==> src/rtl/spi_mem_ctrl_if.sv <==
// Host request/response and serial-memory pins of spi_mem_ctrl.
// master = controller view, slave = host/memory environment view.
interface spi_mem_ctrl_if;
  logic       req_valid;
  logic       req_ready;
  logic       req_wr;
  logic [7:0] req_addr;
  logic [7:0] req_wdata;
  logic       resp_valid;
  logic [7:0] resp_rdata;
  logic       resp_err;
  logic       cs;
  logic       miso;
  logic       mosi;
  logic       ready;
  logic       op_done;

  modport master (
    input  req_valid, req_wr, req_addr, req_wdata, mosi, ready, op_done,
    output req_ready, resp_valid, resp_rdata, resp_err, cs, miso
  );

  modport slave (
    output req_valid, req_wr, req_addr, req_wdata, mosi, ready, op_done,
    input  req_ready, resp_valid, resp_rdata, resp_err, cs, miso
  );
endinterface

==> src/rtl/spi_mem_ctrl.sv <==
// Serial memory initiator: one request at a time, frames op/addr/(data) LSB first on cs/miso.
// Optional wait watchdog enabled by SPI_MEM_CTRL_TIMEOUT_EN (limit TIMEOUT_CYCLES).
module spi_mem_ctrl #(
  parameter int TIMEOUT_CYCLES = 64
) (
  input  logic          clk,
  input  logic          rst,
  spi_mem_ctrl_if.master bus
);

  typedef enum logic [2:0] {
    IDLE, SEL, OP, SHIFT, WAIT_RDY, RECV, WAIT_DONE
  } state_t;

  if (TIMEOUT_CYCLES < 2) begin : g_bad_timeout
    $error("spi_mem_ctrl: TIMEOUT_CYCLES must be at least 2");
  end

  state_t      state_q, state_d;
  logic        wr_q, wr_d;
  logic [7:0]  addr_q, addr_d;
  logic [7:0]  wdata_q, wdata_d;
  logic [15:0] shreg_q, shreg_d;
  logic [4:0]  bit_cnt_q, bit_cnt_d;
  logic [7:0]  rdata_q, rdata_d;
  logic        cs_q, cs_d;
  logic        miso_q, miso_d;
  logic        req_ready_q, req_ready_d;
  logic        resp_valid_q, resp_valid_d;
  logic [7:0]  resp_rdata_q, resp_rdata_d;
  logic        resp_err_q, resp_err_d;
  logic        done_ok, done_err;
  logic [15:0] frame;

`ifdef SPI_MEM_CTRL_TIMEOUT_EN
  localparam int TMO_W = $clog2(TIMEOUT_CYCLES + 1);
  logic [TMO_W-1:0] tmo_cnt_q, tmo_cnt_d;
`endif

  always_comb begin
    state_d      = state_q;
    wr_d         = wr_q;
    addr_d       = addr_q;
    wdata_d      = wdata_q;
    shreg_d      = shreg_q;
    bit_cnt_d    = bit_cnt_q;
    rdata_d      = rdata_q;
    cs_d         = cs_q;
    miso_d       = miso_q;
    resp_valid_d = 1'b0;
    resp_rdata_d = resp_rdata_q;
    resp_err_d   = resp_err_q;
    done_ok      = 1'b0;
    done_err     = 1'b0;
    frame        = wr_q ? {wdata_q, addr_q} : {8'h00, addr_q};
`ifdef SPI_MEM_CTRL_TIMEOUT_EN
    tmo_cnt_d    = tmo_cnt_q;
`endif

    case (state_q)
      IDLE: begin
        if (bus.req_valid && req_ready_q) begin
          wr_d    = bus.req_wr;
          addr_d  = bus.req_addr;
          wdata_d = bus.req_wdata;
          rdata_d = 8'h00;
          cs_d    = 1'b0;
          miso_d  = bus.req_wr;
          state_d = SEL;
        end
      end
      SEL: state_d = OP;
      OP: begin
        miso_d    = frame[0];
        shreg_d   = {1'b0, frame[15:1]};
        bit_cnt_d = 5'd1;
        state_d   = SHIFT;
      end
      SHIFT: begin
        // cs rises on the edge right after the last bit so the memory sees the frame end.
        if (bit_cnt_q == (wr_q ? 5'd16 : 5'd8)) begin
          cs_d      = 1'b1;
          miso_d    = 1'b0;
          bit_cnt_d = 5'd0;
          state_d   = wr_q ? WAIT_DONE : WAIT_RDY;
        end else begin
          miso_d    = shreg_q[0];
          shreg_d   = {1'b0, shreg_q[15:1]};
          bit_cnt_d = bit_cnt_q + 5'd1;
        end
      end
      WAIT_RDY: begin
        if (bus.op_done) begin
          done_err = 1'b1;
        end else if (bus.ready) begin
          rdata_d   = {bus.mosi, rdata_q[7:1]};
          bit_cnt_d = 5'd1;
          state_d   = RECV;
        end
      end
      RECV: begin
        if (bus.op_done) begin
          done_err = 1'b1;
        end else begin
          rdata_d = {bus.mosi, rdata_q[7:1]};
          if (bit_cnt_q == 5'd7) begin
            bit_cnt_d = 5'd0;
            state_d   = WAIT_DONE;
          end else begin
            bit_cnt_d = bit_cnt_q + 5'd1;
          end
        end
      end
      WAIT_DONE: begin
        if (bus.op_done) done_ok = 1'b1;
      end
      default: state_d = IDLE;
    endcase

`ifdef SPI_MEM_CTRL_TIMEOUT_EN
    if ((state_q == WAIT_RDY || state_q == RECV || state_q == WAIT_DONE) && !done_ok && !done_err) begin
      if (tmo_cnt_q == TMO_W'(TIMEOUT_CYCLES - 1)) done_err = 1'b1;
      else tmo_cnt_d = tmo_cnt_q + 1'b1;
    end
    if (state_d != state_q && (state_d == WAIT_RDY || state_d == WAIT_DONE)) tmo_cnt_d = '0;
`endif

    if (done_ok || done_err) begin
      resp_valid_d = 1'b1;
      resp_err_d   = done_err;
      resp_rdata_d = (done_err || wr_q) ? 8'h00 : rdata_q;
      cs_d         = 1'b1;
      miso_d       = 1'b0;
      bit_cnt_d    = 5'd0;
      state_d      = IDLE;
    end

    req_ready_d = (state_d == IDLE);
  end

  always_ff @(posedge clk or posedge rst) begin
    if (rst) begin
      state_q      <= IDLE;
      wr_q         <= 1'b0;
      addr_q       <= 8'h00;
      wdata_q      <= 8'h00;
      shreg_q      <= 16'h0000;
      bit_cnt_q    <= 5'd0;
      rdata_q      <= 8'h00;
      cs_q         <= 1'b1;
      miso_q       <= 1'b0;
      req_ready_q  <= 1'b0;
      resp_valid_q <= 1'b0;
      resp_rdata_q <= 8'h00;
      resp_err_q   <= 1'b0;
    end else begin
      state_q      <= state_d;
      wr_q         <= wr_d;
      addr_q       <= addr_d;
      wdata_q      <= wdata_d;
      shreg_q      <= shreg_d;
      bit_cnt_q    <= bit_cnt_d;
      rdata_q      <= rdata_d;
      cs_q         <= cs_d;
      miso_q       <= miso_d;
      req_ready_q  <= req_ready_d;
      resp_valid_q <= resp_valid_d;
      resp_rdata_q <= resp_rdata_d;
      resp_err_q   <= resp_err_d;
    end
  end

`ifdef SPI_MEM_CTRL_TIMEOUT_EN
  always_ff @(posedge clk or posedge rst) begin
    if (rst) tmo_cnt_q <= '0;
    else     tmo_cnt_q <= tmo_cnt_d;
  end
`endif

  assign bus.req_ready  = req_ready_q;
  assign bus.resp_valid = resp_valid_q;
  assign bus.resp_rdata = resp_rdata_q;
  assign bus.resp_err   = resp_err_q;
  assign bus.cs         = cs_q;
  assign bus.miso       = miso_q;

endmodule

==> src/flat_wrapper.sv <==
// flat-port wrapper written by rule: the top's interface ports become plain ports
module spi_mem_ctrl_flat 
#(
  parameter int TIMEOUT_CYCLES = 64
)
  (clk, rst, bus_req_valid, bus_req_wr, bus_req_addr, bus_req_wdata, bus_mosi, bus_ready, bus_op_done, bus_req_ready, bus_resp_valid, bus_resp_rdata, bus_resp_err, bus_cs, bus_miso);
  spi_mem_ctrl_if bus_i ();
  input  logic clk;
  input  logic rst;
  input wire logic [$bits(bus_i.req_valid)-1:0] bus_req_valid;
  input wire logic [$bits(bus_i.req_wr)-1:0] bus_req_wr;
  input wire logic [$bits(bus_i.req_addr)-1:0] bus_req_addr;
  input wire logic [$bits(bus_i.req_wdata)-1:0] bus_req_wdata;
  input wire logic [$bits(bus_i.mosi)-1:0] bus_mosi;
  input wire logic [$bits(bus_i.ready)-1:0] bus_ready;
  input wire logic [$bits(bus_i.op_done)-1:0] bus_op_done;
  output wire logic [$bits(bus_i.req_ready)-1:0] bus_req_ready;
  output wire logic [$bits(bus_i.resp_valid)-1:0] bus_resp_valid;
  output wire logic [$bits(bus_i.resp_rdata)-1:0] bus_resp_rdata;
  output wire logic [$bits(bus_i.resp_err)-1:0] bus_resp_err;
  output wire logic [$bits(bus_i.cs)-1:0] bus_cs;
  output wire logic [$bits(bus_i.miso)-1:0] bus_miso;
  assign bus_i.req_valid = bus_req_valid;
  assign bus_i.req_wr = bus_req_wr;
  assign bus_i.req_addr = bus_req_addr;
  assign bus_i.req_wdata = bus_req_wdata;
  assign bus_i.mosi = bus_mosi;
  assign bus_i.ready = bus_ready;
  assign bus_i.op_done = bus_op_done;
  assign bus_req_ready = bus_i.req_ready;
  assign bus_resp_valid = bus_i.resp_valid;
  assign bus_resp_rdata = bus_i.resp_rdata;
  assign bus_resp_err = bus_i.resp_err;
  assign bus_cs = bus_i.cs;
  assign bus_miso = bus_i.miso;
  spi_mem_ctrl #(.TIMEOUT_CYCLES(TIMEOUT_CYCLES)) u_core (.clk(clk), .rst(rst), .bus(bus_i));
endmodule
==> config.mk <==
export PLATFORM = sky130hd
export DESIGN_NAME = spi_mem_ctrl_flat
export DESIGN_NICKNAME = d
export VERILOG_FILES = /design/src/rtl/spi_mem_ctrl_if.sv /design/src/rtl/spi_mem_ctrl.sv /design/src/flat_wrapper.sv
export SDC_FILE = /design/constraint.sdc
export NUM_CORES = 1
export LEC_CHECK = 0
export BUFFER_PORTS_ARGS = -buffer_cell sky130_fd_sc_hd__clkbuf_2
export CAP_MARGIN = 10
export CORE_UTILIZATION = 61
export DETAILED_ROUTE_END_ITERATION = 12
export GPL_TIMING_DRIVEN = 0
export PLACE_DENSITY = 0.92
export SYNTH_ARGS = -nofsm -noshare
export SYNTH_HDL_FRONTEND = slang
export SYNTH_SLANG_ARGS = --single-unit
export TNS_END_PERCENT = 20
==> constraint.sdc <==
create_clock -name clk -period 5.2 [get_ports clk]
set_clock_uncertainty 0.1 [all_clocks]
set_input_delay 0.26 -clock clk [delete_from_list [all_inputs] [get_ports clk]]
set_output_delay 0.26 -clock clk [all_outputs]
set_load 0.01 [all_outputs]
# ---- After elaboration in Yosys (flattened, before gate mapping)
# Cells that the tools add are included.
# Widths: inputs -> output; s select.
dict set report totals {
  regBits 62
  latch_bits 0
  mem_bits_rw 0
  mem_bits_ro 0
  input_bits 23
  out_inout_bits 13
  n_memories 0
}
dict set report classes {
  addsub 1
  n_mul 0
  div 0
  magnitude_cmp 0
  n_eq_ne 18
  shift 0
  mux 38
  bitwise 0
  n_reduce_logical 17
}
# cell count
set op_table {}
lappend op_table {{$mux 8} 5}
lappend op_table {{$mux 5} 7}
lappend op_table {{$mux 16} 2}
lappend op_table {{$pmux 16 s2} 1}
lappend op_table {{$pmux 8 s3} 1}
lappend op_table {{$mux 3} 7}
lappend op_table {{$pmux 3 s7} 1}
lappend op_table {{$pmux 5 s4} 1}
lappend op_table {{$mux 1} 10}
lappend op_table {{$eq 3x3->1 const B} 3}
lappend op_table {{$ne 3x2->1 const B} 3}
lappend op_table {{$ne 2x2->1 const B} 4}
lappend op_table {{$eq 3x2->1 const B} 2}
lappend op_table {{$logic_not 3->1} 2}
lappend op_table {{$ne 3x1->1 const B} 2}
lappend op_table {{$reduce_and 2->1} 3}
lappend op_table {{$reduce_bool 3->1} 2}
lappend op_table {{$add 5x1->5 const B} 1}
lappend op_table {{$eq 5x3->1 const B} 1}
lappend op_table {{$eq 5x5->1} 1}
lappend op_table {{$reduce_and 5->1} 1}
lappend op_table {{$reduce_bool 5->1} 1}
lappend op_table {{$reduce_and 4->1} 1}
lappend op_table {{$reduce_bool 4->1} 1}
lappend op_table {{10 further kinds} 11}

# ---- Depth between registers and ports, before layout
# Gate-level depths: netlist of the first run.
dict set report logic_depth {
  ltp_word 6
  mapped_depth 8
  mapped_depth_nobuf 7
}

# ---- Worst setup path before layout of the first run
# No wires, ideal clock.
dict set report synth_path {
  kind {register -> register}
  start {register u_core.state_q[2]}
  end {register u_core.addr_q[0]}
  setup_ns 0.125
  arrival_ns 1.441
  t_required_ns 4.975
  path_slack_ns 3.534
  stages_incl_launch_ff 6
  synth_period_minus_slack_ns 1.666
  path_cell_list {dfrtp_1 > inv_1 > nand4_2 > nor2_4 > buf_4 > mux2_2}
}
dict set report synth_via {
  elab_chain_cells 2
}
# item line
set synth_rtl {}
lappend synth_rtl {{start, declared} spi_mem_ctrl.sv:19} ;# state_t state_q, state_d;
lappend synth_rtl {{start signal, assigned} spi_mem_ctrl.sv:157} ;# state_q <= state_d;
lappend synth_rtl {{$logic_not 3->1} spi_mem_ctrl.sv:60} ;# case (state_q)
lappend synth_rtl {{$reduce_and 2->1 (no source line)} -}
lappend synth_rtl {{end signal, assigned} spi_mem_ctrl.sv:159} ;# addr_q <= addr_d;
lappend synth_rtl {{end, declared} spi_mem_ctrl.sv:21} ;# logic [7:0] addr_q, addr_d;
# Every way passes these cells.
# A chain may end at the register's enable or synchronous reset.

# ---- Worst setup path after layout of the first run
dict set report layout_path {
  start {register u_core.bit_cnt_q[0]}
  end {register u_core.miso_q (netlist: u_core.bus.miso)}
}
dict set report layout_via {
  elab_chain_cells 4
}
# item line
set layout_rtl {}
lappend layout_rtl {{start, declared} spi_mem_ctrl.sv:24} ;# logic [4:0] bit_cnt_q, bit_cnt_d;
lappend layout_rtl {{start signal, assigned} spi_mem_ctrl.sv:162} ;# bit_cnt_q <= bit_cnt_d;
lappend layout_rtl {{$eq 5x5->1} spi_mem_ctrl.sv:81} ;# if (bit_cnt_q == (wr_q ? 5'd16 : 5'd8)) begin
lappend layout_rtl {{$mux 1} spi_mem_ctrl.sv:81}
lappend layout_rtl {{$pmux 1 s3} spi_mem_ctrl.sv:60}
lappend layout_rtl {{$mux 1} spi_mem_ctrl.sv:128} ;# if (done_ok || done_err) begin
lappend layout_rtl {{end signal, assigned} spi_mem_ctrl.sv:165} ;# miso_q <= miso_d;
lappend layout_rtl {{end, declared} spi_mem_ctrl.sv:27} ;# logic miso_q, miso_d;
# Every way passes these cells.

==> qor.log, run 1 <==
qor: logic_synthesis.syn-instance-count 271
qor: grt.first_global_vias 2,248
qor: clock_network.numClockSinks 61
qor: clock_network.clock_tree.root_cell clkbuf_8
qor: final_layout.fillCellCount 318
qor: route.drt-vias-per-instance 5.960
qor: timing.relative_max_transition_margin 64.91%
qor: final_layout.stdcell_area 0.003283 mm2
qor: clock_network.clk_pin_slew_worst_paths 70 ps
qor: logic_synthesis.ys_types 48
qor: power.worst_vdd_ir 0.3004 mV
qor: power.clkPwrFrac 21.0%
qor: placed_design.globalplace.congestion 0.8330
qor: critical_path.critical-path-slowest-cell dfrtp_1
qor: power.cell_int_power 1.176 mW
qor: power.netSwitchingFraction 37.39%
qor: clock_network.clk_path_buf_depth 2
qor: timing.tightestPinTransition 523.5 ps
qor: final_layout.post_synthesis_to_final_layout_area_growth 15.90%
qor: timing.fin_setup_tns 0 ps
qor: placed_design.port_buffers 35
qor: final_layout.drive_gt1_share 29.72%
qor: grt.maximum_number_of_pins_on_one_net_before_global_route_repair 45
qor: timing.fmax 0.5013 GHz
qor: placed_design.final_hpwl_from_detailed_placement 4313 um
qor: timing.hold_viol 0
qor: logic_synthesis.post-synth-top-area-fraction 53.00%
qor: clock_network.insertion_delay 340 ps
qor: grt.wire_length_of_the_first_global_routing_pass 10,520 um
qor: timing.setup_violations 0
qor: critical_path.worstPathArrival 2100 ps
qor: power.seq_power_share 43.1%
qor: clock_network.tritoncts done
qor: placed_design.pre_cts_ws 3245 ps
qor: critical_path.type_of_origin_of_the_critical_path flip-flop
qor: clock_network.htreeDepth 3
qor: die.core 0.004414 mm2
qor: logic_synthesis.mappedNetlistArea 0.002833 mm2
qor: placed_design.post-place-cells 359
qor: route.drc 0
qor: critical_path.path_cells inv_1 -> ha_1 -> nand2b_1 -> nor3_2 -> nor2_1 -> a221oi_1 -> o31ai_1
qor: clock_network.cts_setup_buffers 0
qor: clock_network.numCtsBuffers 9
qor: critical_path.highest_fanout_seen_on_the_critical_path 5
qor: power.switchingPower 0.7026 mW
qor: timing.finalCritPeriodShare 38.36%
qor: critical_path.setup.worst_path.class flip-flop to flip-flop
qor: route.vias 2,235
qor: logic_synthesis.synth_nets 296
qor: critical_path.critPathCaptureType flip-flop
qor: logic_synthesis.syn_area_per_cell 10.45 um2
qor: final_layout.nNetsFinal 344
qor: clock_network.hold_buffers 1
qor: die.io_pins 36
qor: logic_synthesis.synth_largest_area_cell dfrtp_1
qor: die.die_width 70.15 um
qor: clock_network.post_cts_resize_count 0
qor: timing.grt_setup_unrepaired false
qor: die.die_height 70.15 um
qor: route.routed_wire_length_per_instance 16.29 um
qor: logic_synthesis.synth_edf_count 0
qor: power.combinational_share_of_power 36.0%
qor: die.start_util 64.17%
qor: die.core.rowCount 24
qor: logic_synthesis.synth-seq-cells 61
qor: final_layout.final_common_cell dfrtp_1
qor: min_path.worstHoldPathType primary input to flip-flop
qor: timing.maxSlewViolCount 0
qor: route.route.final.wire_length 6110 um
qor: grt.grt-ovfl-total 0
qor: die.die_area 0.004920 mm2
qor: route.drt_iter0_markers 214
qor: final_layout.sequential_cell_area 0.001528 mm2
qor: route.antenna_left 0
qor: power.leakagePower 1.552 nW
qor: logic_synthesis.synth_ff_type dfrtp_1
qor: grt.grt_antenna_before_repair 0
qor: placed_design.place_area 0.003093 mm2
qor: run.max_cap_viol_count 0
qor: logic_synthesis.synth_warnings 0
qor: route.detailedRoute.firstPassIterationCount 5
qor: outcome.status complete, no violations
qor: final_layout.area_taken_by_multi_input_logic_gates 0.001140 mm2
qor: timing.finalWorstPathRequiredPeriod 1995 ps
qor: logic_synthesis.synth.area.top_cells dfrtp_1 53%, mux2_2 6.8%, nand2_1 4.5%
qor: final_layout.mostFrequentLayoutCells 60 x dfrtp_1, 35 x clkbuf_2, 34 x nand2_1
qor: timing.final.setup.worst_slack 3205 ps
qor: critical_path.critical-path-max-stage-delay 430 ps
qor: final_layout.layout.core_utilization 74.38%
qor: power.powerDensity 572.3 mW/mm2
qor: logic_synthesis.synth.yosys.seq_area_share 53.93%
qor: logic_synthesis.postSynth.asyncResetShare 100.0%
qor: critical_path.timing.critical_path.required 5310 ps
qor: timing.timing.hold.ws 49.10 ps
qor: final_layout.post_route_insts_no_fill 375
qor: power.finalPower 1.879 mW
qor: grt.track_usage 28.14%
qor: final_layout.num_antenna_cells 0
==> Yosys cell counts (2+ instances only) <==
cell and instances:
a21oi_1 5, a21oi_2 2, a22o_1 8, a31oi_1 15, buf_2 6, buf_4 4
buf_6 2, clkbuf_1 4, dfrtp_1 60, ha_1 2, inv_1 18, mux2_2 17
nand2_1 34, nand3_1 18, nor2_1 18, nor3_1 3, nor3_2 2, o211ai_1 2
o21a_1 4, o21ai_0 14, o21ai_1 5, xor2_1 2
==> cells by family after synthesis <==
kind of cell    share of synthesized area, %
compound gates                         16.56
xor+xnor                              0.6185
fa+ha+maj                             0.8833
buf+inv                                5.830
flops                                  53.93
mux                                    7.111
simple gates                           15.06
==> power groups by stage <==
stage | Combinational (mW) | Clock (mW) | Sequential, mW
floorplan | 0.491 | 0 | 0.788
global placement | 0.625 | 0 | 0.796
detailed placement | 0.669 | 0 | 0.813
CTS | 0.675 | 0.401 | 0.806
global route | 0.757 | 0.421 | 0.831
finish | 0.676 | 0.394 | 0.809
==> final cells by class <==
type | count | share of cell area, %
clock buffer | 10 | 3.887
timing repair buffer | 37 | 6.250
clock inverter | 5 | 1.601
inverter | 18 | 2.058
sequential | 61 | 46.53
multi-input combinational | 176 | 34.72
tap | 52 | 1.982
buffer | 16 | 2.973
==> worst paths after layout <==
path | from | end | slack [ps] | cells after the start
worst max-delay path | u_core.bit_cnt_q[0] | u_core.bus.miso | 3210 | 7
worst min-delay path | bus_req_addr[2] | u_core.addr_q[2] | 50 | 2
worst max register to register | u_core.bit_cnt_q[0] | u_core.bus.miso | 3210 | 7
worst min register to register | u_core.bus.cs | u_core.bus.cs | 400 | 2
max in group asynchronous | rst | u_core.bus.cs | 4050 | 4
min in group asynchronous | rst | u_core.bus.resp_rdata[2] | 330 | 3
==> metal layers <==
layer,up-vias,wire (um),GRT usage (%)
met3,15,434,6.638
met5,-,0,0
li1,1052,-,-
met1,1067,2543,36.90
met4,0,161,13.11
met2,101,2971,44.44
==> registers in the layout (all words and copies together), names as in the netlist <==
signal,flops
u_core.shreg_q,15
u_core.addr_q,8
u_core.bus.resp_rdata,8
u_core.rdata_q,8
u_core.wdata_q,8
u_core.bit_cnt_q,5
u_core.state_q,3
u_core.bus.cs,1
u_core.bus.miso,1
u_core.bus.req_ready,1
u_core.bus.resp_err,1
u_core.bus.resp_valid,1
u_core.wr_q,1
==> critical path: cells and delay by family (launching register included) <==
family	cells	cell delay, ps
flip-flops	1	430
adder cells (fa/ha/maj)	1	150
buffers and inverters	1	90
AO/OA/AOI/OAI	2	510
AND/OR/NAND/NOR	3	590
Power figures use the tool's default switching activity.
==> run 2: changes to the inputs <==
--- a/config.mk
+++ b/config.mk
@@ -7,10 +7,10 @@
 export LEC_CHECK = 0
 export BUFFER_PORTS_ARGS = -buffer_cell sky130_fd_sc_hd__clkbuf_2
 export CAP_MARGIN = 10
-export CORE_UTILIZATION = 61
+export CORE_UTILIZATION = 52
 export DETAILED_ROUTE_END_ITERATION = 12
 export GPL_TIMING_DRIVEN = 0
-export PLACE_DENSITY = 0.92
+export PLACE_DENSITY = 0.85
 export SYNTH_ARGS = -nofsm -noshare
 export SYNTH_HDL_FRONTEND = slang
 export SYNTH_SLANG_ARGS = --single-unit
==> constraint.sdc (replaced) <==
create_clock -name clk -period 1.8 [get_ports clk]
set_clock_uncertainty 0.1 [all_clocks]
set_input_delay 0.09 -clock clk [delete_from_list [all_inputs] [get_ports clk]]
set_output_delay 0.09 -clock clk [all_outputs]
set_load 0.01 [all_outputs]
==> qor.log, run 2 (synthesis gave the netlist of run 1 again) <==
qor: run.max_cap_viol_count 0 [unchanged]
qor: timing.fmax 0.5683 GHz [was 0.5013 GHz]
qor: final_layout.post_synthesis_to_final_layout_area_growth 26.28% [was 15.90%]
qor: die.start_util 54.77% [was 64.17%]
qor: route.vias 2,293 [was 2,235]
qor: clock_network.numClockSinks 61 [unchanged]
qor: critical_path.timing.critical_path.required 1910 ps [was 5310 ps]
qor: outcome.status complete, no violations [unchanged]
qor: timing.finalWorstPathRequiredPeriod 1760 ps [was 1995 ps]
qor: final_layout.final_common_cell dfrtp_1 [unchanged]
qor: clock_network.tritoncts done [unchanged]
qor: power.worst_vdd_ir 1.023 mV [was 0.3004 mV]
qor: critical_path.worstPathArrival 1870 ps [was 2100 ps]
qor: route.drc 0 [unchanged]
qor: grt.first_global_vias 2,112 [was 2,248]
qor: timing.maxSlewViolCount 0 [unchanged]
qor: grt.grt-ovfl-total 0 [unchanged]
qor: grt.grt_antenna_before_repair 0 [unchanged]
qor: final_layout.largest_register_ff_count 15 [unchanged]
qor: final_layout.stdcell_area 0.003577 mm2 [was 0.003283 mm2]
qor: route.routed_wire_length_per_instance 14.65 um [was 16.29 um]
qor: die.die_width 75.81 um [was 70.15 um]
qor: die.core.rowCount 26 [was 24]
qor: clock_network.numCtsBuffers 9 [unchanged]
qor: route.drt-vias-per-instance 5.539 [was 5.960]
qor: die.die_height 75.81 um [was 70.15 um]
qor: clock_network.insertion_delay 340 ps [about the same]
qor: placed_design.place_area 0.003115 mm2 [was 0.003093 mm2]
qor: route.drt_iter0_markers 167 [was 214]
qor: min_path.worstHoldPathType primary input to flip-flop [unchanged]
qor: final_layout.num_antenna_cells 0 [unchanged]
qor: clock_network.clk_pin_slew_worst_paths 70 ps [about the same]
qor: critical_path.critPathCaptureType flip-flop [unchanged]
qor: grt.maximum_number_of_pins_on_one_net_before_global_route_repair 34 [was 45]
qor: grt.track_usage 23.29% [was 28.14%]
qor: clock_network.clk_path_buf_depth 2 [unchanged]
qor: grt.wire_length_of_the_first_global_routing_pass 9756 um [was 10,520 um]
qor: die.die_area 0.005746 mm2 [was 0.004920 mm2]
qor: critical_path.type_of_origin_of_the_critical_path flip-flop [unchanged]
qor: timing.hold_viol 0 [unchanged]
qor: timing.grt_setup_unrepaired true [was false]
qor: final_layout.nNetsFinal 364 [was 344]
qor: final_layout.fillCellCount 378 [was 318]
qor: final_layout.registers.top_by_ff_count u_core.shreg_q [unchanged]
qor: die.core 0.005172 mm2 [was 0.004414 mm2]
qor: die.io_pins 36 [unchanged]
qor: timing.relative_max_transition_margin 52.91% [was 64.91%]
qor: final_layout.layout.core_utilization 69.16% [was 74.38%]
qor: timing.setup_violations 0 [unchanged]
qor: critical_path.highest_fanout_seen_on_the_critical_path 5 [unchanged]
qor: placed_design.final_hpwl_from_detailed_placement 4003 um [was 4313 um]
qor: power.leakagePower 1.652 nW [was 1.552 nW]
qor: placed_design.globalplace.congestion 0.8839 [was 0.8330]
qor: timing.finalCritPeriodShare 97.76% [was 38.36%]
qor: final_layout.drive_gt1_share 32.56% [was 29.72%]
qor: final_layout.mostFrequentLayoutCells 60 x dfrtp_1, 37 x clkbuf_2, 34 x nand2_1 [was 60 x dfrtp_1, 35 x clkbuf_2, 34 x nand2_1]
qor: power.powerDensity 1564 mW/mm2 [was 572.3 mW/mm2]
qor: critical_path.setup.worst_path.class flip-flop to flip-flop [unchanged]
qor: placed_design.port_buffers 35 [unchanged]
qor: route.route.final.wire_length 6066 um [was 6110 um]
qor: clock_network.htreeDepth 3 [unchanged]
qor: clock_network.clock_tree.root_cell clkbuf_8 [unchanged]
qor: route.antenna_left 0 [unchanged]
qor: route.detailedRoute.firstPassIterationCount 5 [unchanged]
qor: timing.tightestPinTransition 705.4 ps [was 523.5 ps]
run 2: final cells by class:
| type | count | area [um2] | share of cell area, % |
|---|---|---|---|
| Buffer | 16 | 105.1 | 2.938 |
| Clock buffer | 10 | 127.6 | 3.568 |
| Clock inverter | 6 | 63.81 | 1.784 |
| Inverter | 18 | 67.56 | 1.889 |
| Multi-Input combinational cell | 176 | 1197 | 33.47 |
| Sequential cell | 61 | 1528 | 42.71 |
| Tap cell | 70 | 87.58 | 2.448 |
| Timing Repair Buffer | 57 | 400.4 | 11.19 |
run 2: layer usage:
| layer | part of all wire, % | track usage (%) |
|---|---|---|
| met1 | 45 | 30.70 |
| met2 | 48 | 35.99 |
| met3 | 5.0 | 6.481 |
| met4 | 2.1 | 10.29 |
| met5 | 0 | 0 |
run 2: what timing repair did:
item,4_1_cts,5_1_grt
endpoints found under the hold margin,50,0
gates cloned,0,0
setup endpoints to repair,22,37
buffers inserted,1,1
gates resized for setup,2,21
hold buffers,19,0
pin swaps,2,0
run 2: critical path, stage by stage (launching register included):
cell and delay (ps):
dfrtp_1 430, inv_1 80, ha_2 190, nand2b_4 80, nor3_4 240, nor2_1 110, a221oi_2 290, o31ai_1 110
run 2: worst paths after layout:
kind / start / slack (ps) / endpoint / cells past startpoint
worst max register to register: u_core.bit_cnt_q[0] / 40 / u_core.bus.miso / 7
worst min-delay path: bus_op_done / 110 / u_core.bus.req_ready / 3
max in group asynchronous: rst / 640 / u_core.bus.cs / 4
worst max-delay path: u_core.bit_cnt_q[0] / 40 / u_core.bus.miso / 7
min in group asynchronous: rst / 290 / u_core.bus.resp_rdata[0] / 3
worst min register to register: u_core.bus.cs / 380 / u_core.bus.cs / 2
run 2: through the flow:
step                      std cells  setup WS (ps)  TNS, ps  hold WS (ps)  total power [mW]
final                           414          40.39        0         111.3             5.593
after global routing            414         -84.62   -214.7         160.7             6.003
after CTS                       413          7.400        0         89.40             5.486
after detailed placement        377         -118.9    -1119         133.0             4.236
after global placement          376         -582.5   -35250         223.8             4.130
after floorplan                 271          98.61        0         128.5             3.696
run 2: power breakdown:
group	internal (mW)	switching [mW]
Clock	0.636	0.549
Combinational	0.918	1.15
Sequential	1.95	0.391
Total	3.50	2.09
